===== src/rtl/seq_det_prm_if.sv =====
// Serial pattern detector bus.
// Config, serial data and counter signals.
interface seq_det_prm_if #(
  parameter int N  = 8,
  parameter int LW = 5,
  parameter int CW = 8
);
  logic          cfg_ld;
  logic [N-1:0]  pat;
  logic [LW-1:0] len;
  logic          ovl;
  logic          en;
  logic          x;
  logic          clr;
  logic          y;
  logic [CW-1:0] cnt;
  logic          sat;

  modport master (
    output cfg_ld, pat, len, ovl,
    output en, x, clr,
    input  y, cnt, sat
  );

  modport slave (
    input  cfg_ld, pat, len, ovl,
    input  en, x, clr,
    output y, cnt, sat
  );
endinterface


===== src/rtl/seq_det_prm.sv =====
// Programmable serial bit-pattern detector
// with saturating hit counter.
module seq_det_prm #(
  parameter int N  = 8,
  parameter int LW = 5,
  parameter int CW = 8
) (
  input logic          clk,
  input logic          reset,
  seq_det_prm_if.slave bus
);

  logic [N-1:0]  pat_r;
  logic [LW-1:0] len_r;
  logic          ovl_r;
  logic [N-1:0]  h_q;
  logic [LW-1:0] fill_q;
  logic          y_q;
  logic [CW-1:0] cnt_q;
  logic          sat_q;

  logic [LW-1:0] len_c;
  logic [N-1:0]  h_nx;
  logic [LW-1:0] fill_nx;
  logic [N-1:0]  mask;
  logic          match;
  logic          hit;
  logic [CW-1:0] cnt_nx;

  // Clamp requested length and build next history/fill
  always_comb begin
    len_c = bus.len;
    if (bus.len > LW'(N))
      len_c = LW'(N);
    h_nx = {h_q[N-2:0], bus.x};
    fill_nx = fill_q;
    if (fill_q != LW'(N))
      fill_nx = fill_q + LW'(1);
  end

  // Compare only the low len_r bits, gated by fill
  always_comb begin
    mask = '0;
    for (int i = 0; i < N; i++)
      mask[i] = (LW'(i) < len_r);
    match = (len_r != '0)
         && (fill_nx >= len_r)
         && (((h_nx ^ pat_r) & mask) == '0);
  end

  assign hit    = !bus.cfg_ld && bus.en && match;
  assign cnt_nx = cnt_q + CW'(1);

  // Config latch, history shift and hit pulse
  always_ff @(posedge clk or negedge reset) begin
    if (!reset) begin
      pat_r  <= '0;
      len_r  <= '0;
      ovl_r  <= 1'b1;
      h_q    <= '0;
      fill_q <= '0;
      y_q    <= 1'b0;
    end else if (bus.cfg_ld) begin
      pat_r  <= bus.pat;
      len_r  <= len_c;
      ovl_r  <= bus.ovl;
      h_q    <= '0;
      fill_q <= '0;
      y_q    <= 1'b0;
    end else if (bus.en) begin
      h_q <= h_nx;
      if (match && !ovl_r)
        fill_q <= '0;
      else
        fill_q <= fill_nx;
      y_q <= match;
    end else begin
      y_q <= 1'b0;
    end
  end

  // Saturating hit counter; clear beats a hit
  always_ff @(posedge clk or negedge reset) begin
    if (!reset) begin
      cnt_q <= '0;
      sat_q <= 1'b0;
    end else if (bus.clr) begin
      cnt_q <= '0;
      sat_q <= 1'b0;
    end else if (hit && !sat_q) begin
      cnt_q <= cnt_nx;
      sat_q <= &cnt_nx;
    end
  end

  assign bus.y   = y_q;
  assign bus.cnt = cnt_q;
  assign bus.sat = sat_q;

endmodule


===== src/flat_wrapper.sv =====
// flat-port wrapper written by rule: the top's interface ports become plain ports
module seq_det_prm_flat 
#(
  parameter int N  = 8,
  parameter int LW = 5,
  parameter int CW = 8
)
  (clk, reset, bus_cfg_ld, bus_pat, bus_len, bus_ovl, bus_en, bus_x, bus_clr, bus_y, bus_cnt, bus_sat);
  seq_det_prm_if #(.N(N), .LW(LW), .CW(CW)) bus_i ();
  input logic clk;
  input logic reset;
  input wire logic [$bits(bus_i.cfg_ld)-1:0] bus_cfg_ld;
  input wire logic [$bits(bus_i.pat)-1:0] bus_pat;
  input wire logic [$bits(bus_i.len)-1:0] bus_len;
  input wire logic [$bits(bus_i.ovl)-1:0] bus_ovl;
  input wire logic [$bits(bus_i.en)-1:0] bus_en;
  input wire logic [$bits(bus_i.x)-1:0] bus_x;
  input wire logic [$bits(bus_i.clr)-1:0] bus_clr;
  output wire logic [$bits(bus_i.y)-1:0] bus_y;
  output wire logic [$bits(bus_i.cnt)-1:0] bus_cnt;
  output wire logic [$bits(bus_i.sat)-1:0] bus_sat;
  assign bus_i.cfg_ld = bus_cfg_ld;
  assign bus_i.pat = bus_pat;
  assign bus_i.len = bus_len;
  assign bus_i.ovl = bus_ovl;
  assign bus_i.en = bus_en;
  assign bus_i.x = bus_x;
  assign bus_i.clr = bus_clr;
  assign bus_y = bus_i.y;
  assign bus_cnt = bus_i.cnt;
  assign bus_sat = bus_i.sat;
  seq_det_prm #(.N(N), .LW(LW), .CW(CW)) u_core (.clk(clk), .reset(reset), .bus(bus_i));
endmodule

===== config.mk =====
export PLATFORM = sky130hd
export DESIGN_NAME = seq_det_prm_flat
export DESIGN_NICKNAME = d
export VERILOG_FILES = /design/src/rtl/seq_det_prm_if.sv /design/src/rtl/seq_det_prm.sv /design/src/flat_wrapper.sv
export SDC_FILE = /design/constraint.sdc
export NUM_CORES = 1
export LEC_CHECK = 0
export ABC_CLOCK_PERIOD_IN_PS = 2920
export BUFFER_PORTS_ARGS = -buffer_cell sky130_fd_sc_hd__buf_4
export CAP_MARGIN = 15
export CORE_MARGIN = 8
export CORE_UTILIZATION = 30
export DETAILED_ROUTE_END_ITERATION = 7
export GPL_TIMING_DRIVEN = 1
export PLACE_DENSITY = 0.5
export SKIP_LAST_GASP = 1
export SLEW_MARGIN = 5
export SYNTH_ARGS = -nofsm -noshare
export SYNTH_HDL_FRONTEND = slang
export SYNTH_SLANG_ARGS = --single-unit

===== constraint.sdc =====
create_clock -name clk -period 2.92 [get_ports clk]
set_clock_uncertainty 0.1 [all_clocks]
set_input_delay 0.73 -clock clk [delete_from_list [all_inputs] [get_ports clk]]
set_output_delay 0.73 -clock clk [all_outputs]
set_load 0.05 [all_outputs]

## Word level (Yosys, flattened, before mapping)

Cells that the tools add are included.

| storage, ports and cells | value |
|---|---|
| output and inout bits | 10 |
| word-level logic and storage cells | 50 |
| register bits after elaboration | 36 |

| cells by class | value |
|---|---|
| reductions and logical operators | 14 |
| $lt $le $gt $ge | 10 |
| multiplexer cells | 13 |
| bitwise logic cells | 2 |
| $add $sub $neg | 2 |
| equality and inequality tests | 1 |

Operators by type and width:

| cell | count |
|---|---|
| $mux W5 | 5 |
| $lt A3 B5 Y1 const A | 4 |
| $mux W8 | 2 |
| $mux W7 | 2 |
| $lt A1 B5 Y1 const A | 2 |
| $lt A2 B5 Y1 const A | 2 |
| $add A8 B1 Y8 const B | 1 |
| $and A8 B8 Y8 | 1 |
| $logic_not A8 Y1 | 1 |
| $reduce_and A8 Y1 | 1 |
| $xor A8 B8 Y8 | 1 |
| $logic_and A1 B1 Y1 | 6 |
| $add A5 B1 Y5 const B | 1 |
| $ge A5 B5 Y1 | 1 |
| $gt A5 B4 Y1 const B | 1 |
| $ne A5 B4 Y1 const B | 1 |
| $reduce_bool A5 Y1 | 1 |
| $mux W1 | 4 |
| $reduce_bool A2 Y1 | 2 |
| $logic_not A1 Y1 | 3 |

## Logic depth before layout (Yosys ltp)

Gate-level depths: netlist of the first run.

| logic depth | value |
|---|---|
| depth in word-level cells | 9 |
| depth in mapped cells | 13 |
| depth with buffers taken out | 12 |

## Worst setup path after synthesis of the first run

Ideal clock, no wire load.

| timing | value |
|---|---|
| path kind | flip-flop to flip-flop |
| from | register u_core.fill_q[0] |
| to | register u_core.cnt_q[1], in the netlist u_core.bus.cnt[1] |
| period minus slack after synthesis | 2509 ps |
| arrival time | 2283 ps |
| cell stages (with the launch flop) | 14 |
| slack | 411 ps |
| setup time | 126 ps |
| cell sequence | dfrtp_1 inv_1 ha_1 nand3b_1 nor2_1 xnor2_1 ha_1 nand2b_1 a211oi_1 o21ai_1 nand4_2 clkbuf_1 o21bai_1 o311a_1 |

| between the ends | value |
|---|---|
| word-level cells in the longest chain between the ends | 8 |
| elaborated cells on any way between the ends | 9 |
| those cells by class | add/sub: 1; order compare: 1; eq/ne: 1; mux: 1; reduce/logical: 5 |

Ends and longest elaborated chain:

| what | line | text |
|---|---|---|
| start: declaration | seq_det_prm.sv:17 | `logic [LW-1:0] fill_q;` |
| start signal: assignment | seq_det_prm.sv:75 | `fill_q <= fill_nx;` |
| $add A5 B1 Y5 or $ne A5 B4 Y1 (tied branches) | seq_det_prm.sv:38, seq_det_prm.sv:37 |  |
| $mux W5 (*) | seq_det_prm.sv:37 | `if (fill_q != LW'(N))` |
| $ge A5 B5 Y1 (*) | seq_det_prm.sv:47 | `&& (fill_nx >= len_r)` |
| $logic_and A1 B1 Y1 (*) | seq_det_prm.sv:47 |  |
| $logic_and A1 B1 Y1 (*) | seq_det_prm.sv:48 | `&& (((h_nx ^ pat_r) & mask) == '0);` |
| $logic_and A1 B1 Y1 (*) | seq_det_prm.sv:51 | `assign hit = !bus.cfg_ld && bus.en && match;` |
| $logic_and A1 B1 Y1 (*) | seq_det_prm.sv:90 | `end else if (hit && !sat_q) begin` |
| $reduce_bool A2 Y1 (no source line) (*) | n/a |  |
| end signal: assignment | seq_det_prm.sv:91 | `cnt_q <= cnt_nx;` |
| end: declaration | seq_det_prm.sv:19 | `logic [CW-1:0] cnt_q;` |

Every way passes the cells marked *; elsewhere a longest branch is shown, timed or not.
A chain may end at the register's enable or synchronous reset.

## Final worst setup path of the first run

| timing | value |
|---|---|
| from | register u_core.fill_q[0] |
| to | register u_core.cnt_q[6], in the netlist u_core.bus.cnt[6] |

The elaborated chain is that of the path after synthesis.

==> run_results.csv, run 1 <==
group,metric,value,unit
power_and_ir_drop,ir_worst_vdd,0.2550,mV
worst_setup_path,rr_endpoint,"u_core.bus.cnt[6]",
global_routing,grt_antenna_before_repair,0,
yosys,synth_area_per_cell,10.12,um^2
place,portBuffers,29,
yosys,synth_top_area_frac,0.4507,
routing,vias,1462,
worst_setup_path,arrival,2.78,ns
clock_network,clk_pin_slew,0.07,ns
timing,tightest_slew,0.4597,ns
timing,setup_viol,0,
clock_network,hold_buffers,0,
yosys,synth_top_family_by_area,"simple AND/OR/NAND/NOR gates",
yosys,synth_compound_area_frac,0.1346,
place,hpwl,3.099,mm
worst_setup_path,cp-end-kind,"flip-flop",
die,die_area,9308,um^2
worst_setup_path,cp_data_required_time,3.04,ns
routing,wl_per_cell,13.99,um
final_layout,nFillCells,640,
routing,drtAntennaViolNets,0,
die,die_height,96.48,um
power_and_ir_drop,power,0.001027,W
timing,period_minus_slack,2.660,ns
yosys,synthCells,192,
place,placed_cells,292,
final_layout,nets,254,
timing,final-hold-violation-count,0,
timing,max_freq,0.3759,GHz
worst_setup_path,r2r_start,"u_core.fill_q[0]",
routing,wirelength,4.239,mm
final_layout,finalNonFillerCells,303,
yosys,synth_adder_area_share,0.05795,
yosys,synthSimpleGateAreaFrac,0.1571,
yosys,netlist_area,1943,um^2
worst_setup_path,path_class,"flip-flop to flip-flop",
global_routing,track_usage,0.1013,
clock_network,clk_latency,0.29,ns
yosys,yosys.cell_types.count,40,
clock_network,cts_tree,"built",
power_and_ir_drop,powerDensity,434.7,nW/um^2
timing,slew_violations,0,
final_layout,multi_input_area,969.7,um^2
power_and_ir_drop,leakagePower,1.035,nW
timing,period_share,0.9111,
worst_setup_path,critPathMaxFanout,5,
run,drv_cap,0,
yosys,synth_most_common_cell,"dfrtp_1",
status,outcome,"finished clean",
place,gp_congestion,0.7960,
yosys,synth-seq-cells,36,
routing,dr.pass1.iters,4,
yosys,synth.area.top_cells,"dfrtp_1 45%, ha_1 5.8%, xnor2_1 5.4%",
routing,first_iter_violations,52,
yosys,synth_ff_type,"dfrtp_1",
final_layout,ff_latch_area,902.1,um^2
clock_network,clkSinkCount,36,
yosys,syn_nets,221,
clock_network,cts.htree.levels,2,
yosys,yosys.area.top_type,"dfrtp_1",
yosys,yosys_warnings,0,
yosys,muxShareOfSynthArea,0.09337,
global_routing,grt_pass1_vias,1478,
hold_path,hp-class,"input port to asynchronous set/reset pin",
timing,relSlewSlack,0.6935,
die,core,6314,um^2
routing,drt-vias-per-instance,4.825,
final_layout,diodes,0,
routing,drcViolationCount,0,
clock_network,cts_root_buf,"clkbuf_8",
clock_network,clockBufferDepth,2,
final_layout,drive_gt1_frac,0.2080,
die,rows,29,
die,start_util,0.3078,
die,die_x,96.48,um
yosys,synth_edf_count,0,
timing,fin_ws,0.2597,ns
yosys,ys_seq_area_frac,0.4643,
global_routing,grt_pass1_wl,7.320,mm
timing,timing.hold.ws,0.2941,ns
clock_network,cts_buffers,5,
final_layout,area_growth,21.57,%
worst_setup_path,start_kind,"flip-flop",
global_routing,grt_max_degree,37,
yosys,synth-xor-area-share,0.05409,
worst_setup_path,r2r_cells,12,
worst_setup_path,r2r_setup_slack,0.26,ns
place,place_ws,0.1950,ns
yosys,netlist_top_cells_count,"35 x dfrtp_1, 18 x nor2_1, 12 x a21oi_1, 12 x inv_1, 12 x xnor2_1",
global_routing,overflow,0,
die,pin_count,30,
yosys,ys_async_sr_fraction,1.000,
-- per-stage QoR --
step / setup TNS [ns] / instance area (um^2) / utilization
finish: 0 / 2362 / 0.3742
global route: -0.001440 / 2362 / 0.3742
CTS: 0 / 2332 / 0.3694
detailed placement: 0 / 2238 / 0.3545
global placement: 0 / 2238 / 0.3545
floorplan: 0 / 1943 / -
-- cells in the final DEF (no fill, tap or decap), types with 2 or more instances in the layout --
cell       n
o211ai_1   2
xnor2_1   12
o21ai_1    6
nand2_1    8
ha_1       9
a211oi_1   2
o31ai_1    4
nand4_1    2
a32o_1     3
a21oi_1   11
o21ai_0    5
nor2_1    18
nand2b_1   2
or4_1      2
buf_4     32
dfrtp_1   35
or3_1      5
nand3_1    9
inv_1     12
mux2i_1    8
o22ai_1    2
mux2_1     9
nand3b_1   2
clkbuf_8   6
-- critical path, cell delays in order (launching register included) --
cell	delay [ns]
dfrtp_1	0.42
inv_1	0.10
ha_1	0.15
nand3b_1	0.09
nor2_1	0.13
xnor2_1	0.10
ha_1	0.27
nand2b_1	0.09
a211oi_1	0.06
o21ai_1	0.20
nand4_2	0.19
or4_1	0.56
a21oi_2	0.14
-- per-layer routing --
| metal | wire length, um | up-vias | GRT usage |
|---|---|---|---|
| met4 | 43 | 0 | 0.03783 |
| met5 | 0 | - | 0 |
| li1 | - | 750 | - |
| met1 | 2110 | 688 | 0.1343 |
| met2 | 1880 | 20 | 0.1494 |
| met3 | 204 | 4 | 0.03323 |
-- logic make-up after synthesis --
kind of cell / Yosys count
AOI/OAI and AO/OA: 41
xor gates and xnor gates: 12
adders and majority gates: 9
buffers and inverters: 20
DFF: 36
muxes: 17
and+or+nand+nor: 57
-- report_power, final --
| part | total (W) | internal (W) | switching (W) |
|---|---|---|---|
| sequential | 0.000538 | 0.000520 | 0.0000183 |
| combinational | 0.000124 | 0.0000584 | 0.0000659 |
| clock | 0.000365 | 0.000192 | 0.000173 |
| total | 0.00103 | 0.000770 | 0.000257 |
-- flip-flops by register name (all words and copies together), names as in the netlist --
register and count:
u_core.bus.cnt 8, u_core.pat_r 8, u_core.ovl_r 1, u_core.fill_q 5, u_core.bus.sat 1, u_core.bus.y 1
u_core.h_q 7, u_core.len_r 5
-- layout make-up --
class | instances | share of cell area
well taps | 77 | 0.04078
repair buffers | 33 | 0.1065
inverters | 13 | 0.02066
flip-flops and latches | 36 | 0.3819
clock inverters | 1 | 0.003178
multi-input cells | 136 | 0.4105
clock buffers | 7 | 0.03655
-- worst max path at each step --
stage / start / endpoint / cells past startpoint
floorplan: u_core.fill_q[0] / u_core.bus.cnt[1] / 13
global placement: u_core.fill_q[0] / u_core.bus.cnt[4] / 13
detailed placement: u_core.fill_q[0] / u_core.bus.cnt[4] / 13
CTS: u_core.fill_q[0] / u_core.bus.cnt[4] / 13
global route: u_core.fill_q[0] / u_core.bus.cnt[6] / 12
finish: u_core.fill_q[0] / u_core.bus.cnt[6] / 12
-- repair_timing --
action | CTS | global route
resized for setup | 0 | 2
setup buffers | 0 | 3
endpoints found under the setup margin | 0 | 5
(Power assumes the default switching activity.)
==> run 2: changes to the inputs <==
ABC_CLOCK_PERIOD_IN_PS = 3020   (was 2920)
clock period = 3.02 ns   (was 2.92 ns; I/O delays follow)
==> run 2 against run 1 <==
Effect of this change: worst setup slack worse by 0.032 ns; largest power group unchanged; sequential share of layout area up 0.64 points; non-clock buffer count down 2; die area did not move; first-iteration DRC count increased by 31%; total power decreased by 6.5%; register-to-register slack worse by 0.03 ns; sequential power is 3% lower; largest cell class unchanged.
==> run_results.csv, run 2 (same netlist as run 1, synthesis figures left out) <==
group,metric,value,unit
status,outcome,"finished clean",
power_and_ir_drop,ir_worst_vdd,0.2273,mV
routing,drt-vias-per-instance,4.910,
clock_network,clk_pin_slew,0.07,ns
clock_network,cts.htree.levels,2,
routing,dr.pass1.iters,4,
timing,max_freq,0.3582,GHz
timing,period_minus_slack,2.792,ns
die,rows,29,
clock_network,post_cts_buffers,0,
routing,wl_per_cell,13.92,um
run,drv_cap,0,
worst_setup_path,cp-end-kind,"flip-flop",
routing,vias,1473,
die,core,6314,um^2
die,start_util,0.3078,
power_and_ir_drop,powerDensity,413.1,nW/um^2
routing,wirelength,4.175,mm
timing,rsz0062_at_grt,"false",
final_layout,nFillCells,662,
final_layout,nets,252,
routing,drtAntennaViolNets,0,
timing,tns,0,ns
final_layout,area_growth,19.58,%
final_layout,drive_gt1_frac,0.1928,
timing,final-hold-violation-count,0,
clock_network,cts_buffers,5,
hold_path,hp-class,"input port to asynchronous set/reset pin",
global_routing,grt_pass1_vias,1425,
power_and_ir_drop,leakagePower,1.022,nW
place,post_dp_cell_area,2246,um^2
final_layout,multi_input_area,965.9,um^2
routing,first_iter_violations,68,
timing,setup_viol,0,
clock_network,clk_latency,0.28,ns
die,die_x,96.48,um
final_layout,fin_area,2323,um^2
clock_network,cts_root_buf,"clkbuf_8",
final_layout,diodes,0,
timing,relSlewSlack,0.6874,
place,hpwl,3.107,mm
final_layout,ff_latch_area,902.1,um^2
worst_setup_path,startpoint,"u_core.fill_q[0]",
worst_setup_path,path_class,"flip-flop to flip-flop",
die,pin_count,30,
place,place_ws,0.2161,ns
worst_setup_path,arrival,2.91,ns
routing,drcViolationCount,0,
timing,period_share,0.9244,
timing,tightest_slew,0.4690,ns
final_layout,mostFrequentLayoutCell,"dfrtp_1",
die,die_area,9308,um^2
worst_setup_path,critPathMaxFanout,12,
global_routing,track_usage,0.09931,
worst_setup_path,r2r_start,"u_core.fill_q[0]",
global_routing,grt_pass1_wl,7.162,mm
place,portBuffers,29,
clock_network,clockBufferDepth,2,
global_routing,grt_max_degree,37,
clock_network,clkSinkCount,36,
timing,fin_ws,0.2282,ns
die,die_height,96.48,um
final_layout,utilization,0.3680,
clock_network,cts_tree,"built",
timing,timing.hold.ws,0.3199,ns
global_routing,grt_antenna_before_repair,0,
global_routing,overflow,0,
worst_setup_path,start_kind,"flip-flop",
place,gp_congestion,0.8394,
clock_network,post_cts_resized,0,
clock_network,hold_buffers,0,
final_layout,final_cell_mix,"35 x dfrtp_1, 31 x buf_4, 18 x nor2_1",
worst_setup_path,cp_data_required_time,3.13,ns
timing,slew_violations,0,
==> run 2: changes by cell type in the layout (fill, tap and decap cells not counted) <==
cell	change
clkinvlp_4	-1
a21oi_2	-1
clkbuf_8	-1
a21oi_1	+1
buf_6	-1
clkinv_2	+1
buf_4	-1
==> run 2: worst paths after layout <==
| path | to | cells after the start | slack [ns] |
|---|---|---|---|
| setup reg to reg | u_core.bus.cnt[2] | 13 | 0.23 |
| hold / removal | u_core.bus.cnt[0] | 1 | 0.32 |
| max in group asynchronous | u_core.ovl_r | 1 | 2.15 |
| setup / recovery | u_core.bus.cnt[2] | 13 | 0.23 |
| min in group clk | u_core.pat_r[0] | 1 | 0.41 |
| hold reg to reg | u_core.pat_r[0] | 1 | 0.41 |
==> run 2: per-layer routing <==
layer | global-route usage | up-vias | share of wire
met2 | 0.1398 | 24 | 0.44
met1 | 0.1366 | 691 | 0.50
met4 | 0.05296 | 0 | 0.024
met3 | 0.02396 | 10 | 0.034
met5 | 0 | - | 0
li1 | - | 748 | -
==> run 2: final cells by class <==
cell class,instances,area share
multi-input cells,136,0.4157
clock inverters,1,0.002154
well taps,77,0.04146
repair buffers,31,0.1002
clock buffers,6,0.03123
inverters,13,0.02100
flip-flops and latches,36,0.3883
==> run 2: worst max-delay path: stages (launching register included) <==
cell      delay (ns)
dfrtp_1         0.41
inv_1           0.10
ha_1            0.15
nand3b_1        0.09
nor2_1          0.12
xnor2_1         0.09
ha_1            0.27
nand2b_1        0.09
a211oi_1        0.07
o21ai_1         0.21
nand4_2         0.28
buf_4           0.26
or3_1           0.34
a21oi_1         0.14
==> run 2: metrics by stage <==
step	total power [W]	cells
finish	0.0009598	300
global route	0.001021	300
CTS	0.0009797	300
detailed placement	0.0006530	293
global placement	0.0006520	293
floorplan	0.0006011	192
==> run 2: power by group <==
group / leakage, nW / internal, W / switching, W / total [W]
Sequential: 0.474 / 0.000503 / 0.0000174 / 0.000520
Combinational: 0.507 / 0.0000572 / 0.0000640 / 0.000121
Clock: 0.0410 / 0.000157 / 0.000162 / 0.000319
Total: 1.02 / 0.000717 / 0.000243 / 0.000960
==> run 3: changes to the inputs <==
ABC_CLOCK_PERIOD_IN_PS = 3600   (was 3020)
clock period = 3.6 ns   (was 3.02 ns; I/O delays follow)
==> run 3 against run 2 <==
Effect of this change: global-route usage is 0.36 points higher; combinational power decreased by 17%; non-clock buffer count decreased by 2; design area increased by 0.16%; worst setup slack gained 0.42 ns; core utilization increased by 0.060 points; register-to-register slack improved by 0.42 ns; critical path type unchanged.
==> run_results.csv, run 3 (same netlist as run 1, synthesis figures left out) <==
group,metric,value,unit
timing,tightest_slew,0.4637,ns
timing,setup_viol,0,
die,pin_count,30,
worst_setup_path,startpoint,"u_core.fill_q[0]",
clock_network,cts_tree,"built",
clock_network,clk_pin_slew,0.07,ns
routing,wl_per_cell,14.28,um
worst_setup_path,crit_top_cell,"ha_1",
place,hpwl,3.110,mm
status,outcome,"finished clean",
hold_path,worstHoldStart,"u_core.pat_r[7]",
worst_setup_path,slowest_stage,"or4_1",
timing,slew_violations,0,
global_routing,grt_max_degree,37,
clock_network,cts_buffers,5,
worst_setup_path,cp_data_required_time,3.72,ns
final_layout,diodes,0,
die,core,6314,um^2
timing,relSlewSlack,0.6909,
routing,vias,1462,
hold_path,hp-class,"flip-flop to flip-flop",
power_and_ir_drop,leakagePower,1.022,nW
die,rows,29,
final_layout,ff_latch_area,902.1,um^2
clock_network,hold_buffers,0,
worst_setup_path,path_cells,"inv_1, ha_1, nand3b_1, nor2_1, xnor2_1, ha_1, nand2b_1, a211oi_1, o21ai_1, nand4_2, or4_1, a21oi_1",
power_and_ir_drop,ir_worst_vdd,0.1661,mV
final_layout,mostFrequentLayoutCell,"dfrtp_1",
routing,wirelength,4.255,mm
global_routing,grt_pass1_vias,1506,
global_routing,grtUsageMet2,0.1488,
clock_network,clk_latency,0.29,ns
die,die_height,96.48,um
routing,first_iter_violations,94,
global_routing,global_route.usage.met1,0.1393,
die,die_x,96.48,um
clock_network,cts.htree.levels,2,
routing,drt-vias-per-instance,4.906,
routing,drtAntennaViolNets,0,
worst_setup_path,r2r_start,"u_core.fill_q[0]",
final_layout,nFillCells,671,
place,portBuffers,29,
routing,drcViolationCount,0,
clock_network,post_cts_buffers,0,
die,start_util,0.3078,
global_routing,grt_most_used_layer,"met2",
clock_network,clockBufferDepth,2,
place,gp_congestion,0.7765,
global_routing,track_usage,0.1029,
final_layout,nets,250,
clock_network,cts_root_buf,"clkbuf_8",
timing,tns,0,ns
timing,max_freq,0.3392,GHz
worst_setup_path,start_kind,"flip-flop",
die,die_area,9308,um^2
timing,period_share,0.8188,
worst_setup_path,cpPeakStageDelay,0.62,ns
routing,dr.pass1.iters,4,
clock_network,clkSinkCount,36,
run,drv_cap,0,
final_layout,utilization,0.3686,
final_layout,final_cell_mix,"35 x dfrtp_1, 29 x buf_4, 18 x nor2_1",
final_layout,multi_input_area,965.9,um^2
global_routing,overflow,0,
final_layout,drive_gt1_frac,0.1900,
final_layout,area_growth,19.77,%
worst_setup_path,arrival,3.06,ns
worst_setup_path,path_class,"flip-flop to flip-flop",
timing,period_minus_slack,2.948,ns
worst_setup_path,critPathMaxFanout,18,
global_routing,grt_antenna_before_repair,0,
global_routing,grt_pass1_wl,7.458,mm
worst_setup_path,cp-end-kind,"flip-flop",
timing,final-hold-violation-count,0,
timing,rsz0062_at_grt,"false",
clock_network,post_cts_resized,0,
global_routing,globalRouteMet3Util,0.02396,
power_and_ir_drop,powerDensity,366.2,nW/um^2
run 3: cell count changes in the layout (fill, tap and decap cells not counted):
cell | before | now
clkinv_2 | 1 | 0
clkbuf_8 | 5 | 7
clkbuf_1 | 1 | 0
buf_4 | 31 | 29
run 3: per-stage QoR:
| stage | setup WS [ns] | power [W] | hold WS, ns | std cells | instance area, um^2 |
|---|---|---|---|---|---|
| floorplan | 1.091 | 0.0005042 | 0.3798 | 192 | 1943 |
| global placement | 0.7751 | 0.0005449 | 0.3940 | 291 | 2231 |
| detailed placement | 0.6424 | 0.0005469 | 0.4016 | 291 | 2231 |
| CTS | 0.6177 | 0.0008681 | 0.4188 | 298 | 2327 |
| global route | 0.3101 | 0.0008987 | 0.4350 | 298 | 2327 |
| finish | 0.6523 | 0.0008522 | 0.4127 | 298 | 2327 |
run 3: worst max-delay path: cells and delay by family, from the launching register on:
family / cells / cell delay, ns
adders and majority gates: 2 / 0.42
DFF: 1 / 0.41
xor gates and xnor gates: 1 / 0.09
buffers and inverters: 1 / 0.10
AOI/OAI and AO/OA: 3 / 0.45
and+or+nand+nor: 5 / 1.30
run 3: routing by layer:
layer / part of all wire / vias up / routed length [um]
met5: 0 / - / 0
met4: 0.022 / 0 / 93
met3: 0.043 / 7 / 182
met2: 0.45 / 23 / 1899
met1: 0.49 / 691 / 2080
li1: - / 741 / -
run 3: cell type report:
cell class / instances / area share
timing repair buffer: 29 / 0.09355
multi-input combinational: 136 / 0.4151
tap: 77 / 0.04140
clock buffer: 7 / 0.04140
inverter: 13 / 0.02097
sequential: 36 / 0.3876
run 3: worst paths after layout:
kind / slack (ns) / endpoint / depth (start not counted)
max in group asynchronous: 2.59 / u_core.ovl_r / 1
min in group asynchronous: 0.46 / u_core.bus.cnt[1] / 1
max: 0.65 / u_core.bus.cnt[6] / 12
min: 0.41 / u_core.pat_r[7] / 1
max reg2reg: 0.65 / u_core.bus.cnt[6] / 12
min reg2reg: 0.41 / u_core.pat_r[7] / 1
run 3: power by group:
part,leakage (nW),total (W),switching [W],internal (W)
clock network,0.0503,0.000315,0.000145,0.000171
registers,0.474,0.000436,0.0000149,0.000421
logic,0.498,0.000101,0.0000533,0.0000473
total,1.02,0.000852,0.000213,0.000639
